--- config.mk ---
export PLATFORM = sky130hd
export DESIGN_NAME = wb_regfile_flat
export DESIGN_NICKNAME = d
export VERILOG_FILES = /design/src/rtl/wb_regfile_pkg.sv /design/src/rtl/wb_regfile_if.sv /design/src/rtl/wb_regfile_wb_mux.sv /design/src/rtl/wb_regfile.sv /design/src/flat_wrapper.sv
export SDC_FILE = /design/constraint.sdc
export NUM_CORES = 2
export LEC_CHECK = 0
export CAP_MARGIN = 20
export CELL_PAD_IN_SITES_DETAIL_PLACEMENT = 0
export CELL_PAD_IN_SITES_GLOBAL_PLACEMENT = 2
export CORE_ASPECT_RATIO = 0.6
export CORE_MARGIN = 4
export CORE_UTILIZATION = 45
export DETAILED_ROUTE_END_ITERATION = 10
export PLACE_DENSITY_LB_ADDON = 0.25
export SETUP_SLACK_MARGIN = 0.3
export SLEW_MARGIN = 20
export SYNTH_ARGS = -nofsm -noshare
export SYNTH_HDL_FRONTEND = slang
export SYNTH_SLANG_ARGS = --single-unit
export TNS_END_PERCENT = 50
--- constraint.sdc ---
create_clock -name clk -period 80.6 [get_ports clk]
set_clock_uncertainty 0.05 [all_clocks]
set_input_delay 8.06 -clock clk [delete_from_list [all_inputs] [get_ports clk]]
set_output_delay 8.06 -clock clk [all_outputs]
set_load 0.005 [all_outputs]
--- src/rtl/wb_regfile_pkg.sv ---
// Shared pipeline definitions for the write-back stage and its forwarding consumers.
package wb_regfile_pkg;

  localparam int DATA_W = 32;
  localparam int ADDR_W = 5;
  localparam int NREGS  = 1 << ADDR_W;
  localparam int CNT_W  = 16;

  localparam logic [ADDR_W-1:0] REG_ZERO = '0;

  // memToReg encoding
  localparam logic WB_SEL_ALU = 1'b0;
  localparam logic WB_SEL_MEM = 1'b1;

endpackage

--- src/rtl/wb_regfile_if.sv ---
// MEM/WB-to-register-file bundle: write-back inputs, decode read ports and commit trace outputs.
interface wb_regfile_if;
  import wb_regfile_pkg::*;

  logic [DATA_W-1:0] readData;
  logic [DATA_W-1:0] aluResult;
  logic [ADDR_W-1:0] muxRegFileData;
  logic              regWrite;
  logic              memToReg;
  logic [ADDR_W-1:0] readReg1;
  logic [ADDR_W-1:0] readReg2;
  logic [DATA_W-1:0] readData1;
  logic [DATA_W-1:0] readData2;
  logic [DATA_W-1:0] wbData;
  logic [ADDR_W-1:0] lastWrAddr;
  logic [DATA_W-1:0] lastWrData;
  logic [CNT_W-1:0]  wrCount;

  modport master (
    output readData, aluResult, muxRegFileData, regWrite, memToReg, readReg1, readReg2,
    input  readData1, readData2, wbData, lastWrAddr, lastWrData, wrCount
  );

  modport slave (
    input  readData, aluResult, muxRegFileData, regWrite, memToReg, readReg1, readReg2,
    output readData1, readData2, wbData, lastWrAddr, lastWrData, wrCount
  );

endinterface

--- src/rtl/wb_regfile_wb_mux.sv ---
// 2:1 write-back selector between memory read data and ALU result.
module wb_mux
  import wb_regfile_pkg::*;
(
  input  logic              sel,
  input  logic [DATA_W-1:0] mem_data,
  input  logic [DATA_W-1:0] alu_data,
  output logic [DATA_W-1:0] y
);

  assign y = (sel == WB_SEL_MEM) ? mem_data : alu_data;

endmodule

--- src/rtl/wb_regfile.sv ---
// Write-back stage: selects the write-back value, commits it to the 32-entry register
// file and serves two bypassed combinational read ports to decode.
module wb_regfile
  import wb_regfile_pkg::*;
(
  input  logic         clk,
  input  logic         reset,
  wb_regfile_if.slave  bus
);

  logic [DATA_W-1:0] regs [NREGS];
  logic [DATA_W-1:0] wb_data;
  logic [DATA_W-1:0] rd1;
  logic [DATA_W-1:0] rd2;
  logic [ADDR_W-1:0] last_wr_addr;
  logic [DATA_W-1:0] last_wr_data;
  logic [CNT_W-1:0]  wr_count;
  logic              wr_en;
  logic              bypass_en;

  wb_mux u_wb_mux (
    .sel      (bus.memToReg),
    .mem_data (bus.readData),
    .alu_data (bus.aluResult),
    .y        (wb_data)
  );

  assign wr_en = bus.regWrite && (bus.muxRegFileData != REG_ZERO);
  // A write held off by reset must not leak through the bypass either.
  assign bypass_en = wr_en && !reset;

  always_ff @(posedge clk or posedge reset) begin
    if (reset) begin
      for (int i = 0; i < NREGS; i++) regs[i] <= '0;
      last_wr_addr <= '0;
      last_wr_data <= '0;
      wr_count     <= '0;
    end else if (wr_en) begin
      regs[bus.muxRegFileData] <= wb_data;
      last_wr_addr             <= bus.muxRegFileData;
      last_wr_data             <= wb_data;
      wr_count                 <= wr_count + 1'b1;
    end
  end

  always_comb begin
    rd1 = regs[bus.readReg1];
    if (bypass_en && (bus.readReg1 == bus.muxRegFileData)) rd1 = wb_data;
    if (bus.readReg1 == REG_ZERO) rd1 = '0;
  end

  always_comb begin
    rd2 = regs[bus.readReg2];
    if (bypass_en && (bus.readReg2 == bus.muxRegFileData)) rd2 = wb_data;
    if (bus.readReg2 == REG_ZERO) rd2 = '0;
  end

  assign bus.readData1  = rd1;
  assign bus.readData2  = rd2;
  assign bus.wbData     = wb_data;
  assign bus.lastWrAddr = last_wr_addr;
  assign bus.lastWrData = last_wr_data;
  assign bus.wrCount    = wr_count;

endmodule

--- src/flat_wrapper.sv ---
// flat-port wrapper written by rule: the top's interface ports become plain ports
module wb_regfile_flat import wb_regfile_pkg::*;
  (clk, reset, bus_readData, bus_aluResult, bus_muxRegFileData, bus_regWrite, bus_memToReg, bus_readReg1, bus_readReg2, bus_readData1, bus_readData2, bus_wbData, bus_lastWrAddr, bus_lastWrData, bus_wrCount);
  wb_regfile_if bus_i ();
  input  logic clk;
  input  logic reset;
  input wire logic [$bits(bus_i.readData)-1:0] bus_readData;
  input wire logic [$bits(bus_i.aluResult)-1:0] bus_aluResult;
  input wire logic [$bits(bus_i.muxRegFileData)-1:0] bus_muxRegFileData;
  input wire logic [$bits(bus_i.regWrite)-1:0] bus_regWrite;
  input wire logic [$bits(bus_i.memToReg)-1:0] bus_memToReg;
  input wire logic [$bits(bus_i.readReg1)-1:0] bus_readReg1;
  input wire logic [$bits(bus_i.readReg2)-1:0] bus_readReg2;
  output wire logic [$bits(bus_i.readData1)-1:0] bus_readData1;
  output wire logic [$bits(bus_i.readData2)-1:0] bus_readData2;
  output wire logic [$bits(bus_i.wbData)-1:0] bus_wbData;
  output wire logic [$bits(bus_i.lastWrAddr)-1:0] bus_lastWrAddr;
  output wire logic [$bits(bus_i.lastWrData)-1:0] bus_lastWrData;
  output wire logic [$bits(bus_i.wrCount)-1:0] bus_wrCount;
  assign bus_i.readData = bus_readData;
  assign bus_i.aluResult = bus_aluResult;
  assign bus_i.muxRegFileData = bus_muxRegFileData;
  assign bus_i.regWrite = bus_regWrite;
  assign bus_i.memToReg = bus_memToReg;
  assign bus_i.readReg1 = bus_readReg1;
  assign bus_i.readReg2 = bus_readReg2;
  assign bus_readData1 = bus_i.readData1;
  assign bus_readData2 = bus_i.readData2;
  assign bus_wbData = bus_i.wbData;
  assign bus_lastWrAddr = bus_i.lastWrAddr;
  assign bus_lastWrData = bus_i.lastWrData;
  assign bus_wrCount = bus_i.wrCount;
  wb_regfile u_core (.clk(clk), .reset(reset), .bus(bus_i));
endmodule
==> results by group <==
Clock tree
  • Clock transition at path regs: 0.06 ns
  • CTS tree: done
  • Post-CTS setup buffer count: 0
  • Htree depth: 3
  • Clock sink total: 1077
  • TritonCTS buffer count: 105
  • Root Buffer: clkbuf_16
  • Skew-Pair Late Insertion Delay: 0.71 ns
  • Clock Path Buffers: 3
  • Post-CTS Resized: 0
  • Cts hold-fix bufs: 0

Timing
  • Fin Setup TNS: 0 ns
  • Setup violations, final: 0
  • Maximum clock frequency: 47.5 MHz
  • Worst setup margin: 59.54 ns
  • Slew Limit Fails: 0
  • Min Tclk post-route: 21.06 ns
  • Endpoints failing hold: 0
  • Smallest hold slack: 0.347 ns
  • Worst-Margin Slew: 1.17 ns
  • Slew margin rel.: 0.219
  • Fin crit share: 0.261
  • Unrepaired setup endpoints after global routing: false

Synth
  • Post-Syn Area: 0.0557 sq mm
  • Most numerous cell in the Yosys netlist: dfrtp_1
  • Number of synthesized register bits: 1077
  • Leading area contributor after synthesis: dfrtp_1
  • Synth area leaders: dfrtp_1 (48%), mux4_2 (19%), a21oi_1 (5.8%)
  • Post-synth cell types: 56
  • Sequential-to-total area share from yosys stat: 0.484
  • Ys async rst share: 1.00
  • Yosys synthesis warning count: 0
  • Post-Syn Instances: 5027
  • Synth top area share: 0.484
  • Synthesized area per cell: 11.1 sq um
  • Post-synth top cells: dfrtp_1 (1077), nor2_1 (670), a21oi_1 (642)
  • Most used DFF post-synth: dfrtp_1
  • Post-synth net total: 5111
  • EDFF count, synth: 0

Power
  • VDD IR max: 0.0170 mV
  • Static Leak: 26.0 nW
  • Total power: 1.64 mW
  • Power per cell area: 26.1 mW/mm^2

Global routing
  • Tot GR Track Use: 0.321
  • First-pass GRT wire length: 302000 um
  • Initial antenna violation count: 8
  • Gr ovfl total: 0
  • Vias in the first global route: 41000
  • Pin count of the biggest net entering global routing: 129

Cells and area
  • Final Instance Area: 0.0629 sq mm
  • FF/Latch Area: 0.0270 sq mm
  • Final net count: 5028
  • Number of fill cells: 10800
  • Share of layout cells above drive strength 1: 0.195
  • Multi-input gate area: 0.0269 sq mm
  • Area delta synth->final: 12.9%

Detailed routing
  • # DRC: 0
  • Final ANT Viol Nets: 0
  • Vias/cell: 6.32
  • DRT Wirelength: 208000 um
  • Routed length per instance: 31.3 um
  • Via count: 42000
  • DRT iter0 DRCs: 4728
  • 1st-pass router iterations: 5

Worst setup path
  • CP endpoint kind: output pin
  • Critical Path RT: 72.49 ns
  • Critical Path AT: 12.95 ns
  • CP Max Fanout: 61
  • Setup crit start kind: input port
  • Worst Setup Path Type: in2out

Place
  • Hpwl dp: 119000 um
  • DP Worst Slack: 59.63 ns
  • Input/output buffers: 231
  • RePlAce Congestion: 0.823
  • Placed Area: 0.0593 sq mm

Floorplan
  • Core area: 0.122 sq mm
  • Starting Density: 0.456
  • Die footprint: 0.130 sq mm
  • IO Pins: 232
  • Die Width: 462 um
  • Die H: 281 um
  • # rows: 99

Run status
  • Status: completed

Job
  • Max_cap viols: 0

Hold path
  • Worst hold path type: reg2reg
[state kept, by name (all words and copies together), names as in the netlist]
| name | flops |
|---|---|
| u_core.bus.wrCount | 16 |
| u_core.bus.lastWrData | 32 |
| u_core.regs | 1024 |
| u_core.bus.lastWrAddr | 5 |
[worst paths after layout]
kind	start	endpoint	slack, ns	depth (start not counted)
worst max-delay path	bus_readReg2[1]	bus_readData2[20]	59.54	10
worst min-delay path	u_core.regs[994]	u_core.regs[994]	0.35	0
worst max register to register	u_core.bus.wrCount[4]	u_core.bus.wrCount[14]	78.99	5
worst min register to register	u_core.regs[994]	u_core.regs[994]	0.35	0
max in group asynchronous	reset	u_core.regs[16]	69.80	5
min in group asynchronous	reset	u_core.bus.lastWrData[19]	7.74	2
[kinds of logic after synthesis]
logic type,Yosys count,share of synthesized area
AO/OA/AOI/OAI,1375,0.141
AND/OR/NAND/NOR,1286,0.0967
flip-flops,1077,0.484
multiplexers,680,0.229
buffers and inverters,583,0.0460
XOR/XNOR,25,0.00406
adder cells (fa/ha/maj),1,0.000224
[cells in the final DEF, fill, tap and decap left out, types with 10 or more instances in the layout]
master	count
mux2i_1	97
inv_1	36
a21oi_1	642
a211o_1	25
clkinv_2	21
nor3_1	33
mux2i_4	28
clkbuf_8	26
a2111oi_2	15
clkdlybuf4s50_1	222
nor3b_1	26
nand2_1	435
clkbuf_16	107
nand2b_1	10
a221oi_1	36
mux4_2	466
and2_1	26
nand3_1	11
xnor2_1	15
nand2_4	11
clkbuf_1	20
nor2_1	652
a22oi_1	65
buf_4	117
o22ai_1	15
a211oi_1	51
o31ai_1	15
o221ai_1	30
dfrtp_1	1077
nor4_2	14
o21ai_0	449
o21ai_1	13
nor2_4	18
mux2_2	85
[metal layers]
layer	GRT usage	up-vias	wire, um
li1	-	18100	-
met1	0.463	21500	90800
met2	0.464	2019	89100
met3	0.107	377	21600
met4	0.0930	4	6680
met5	0	-	34
[worst max-delay path, cell delays in order]
cell and delay (ns):
buf_8 0.47, buf_4 0.72, buf_4 0.90, nor2b_4 0.39, buf_4 0.45, a221oi_1 0.41
o21ai_0 0.16, a211oi_1 0.38, a211o_1 0.33, clkdlybuf4s50_1 0.58
[cell type report]
type	count	area share
Multi-Input combinational cell	3367	0.428
Tap cell	1616	0.0321
Sequential cell	1077	0.429
Antenna cell	3	0.000119
Clock inverter	38	0.00611
Timing Repair Buffer	355	0.0541
Inverter	38	0.00239
Clock buffer	152	0.0491
[per-stage QoR]
stage,std cells,util
after floorplan,5027,-
after global placement,6446,0.485
after detailed placement,6449,0.485
after CTS,6639,0.514
after global routing,6644,0.514
final,6646,0.514
[power breakdown]
part	leakage [nW]	total, mW	switching [mW]	internal (mW)
clock	1.72	0.510	0.226	0.285
combinational	10.9	0.381	0.182	0.199
sequential	13.4	0.750	0.0932	0.657
total	26.0	1.64	0.501	1.14
Power figures use the tool's default switching activity.
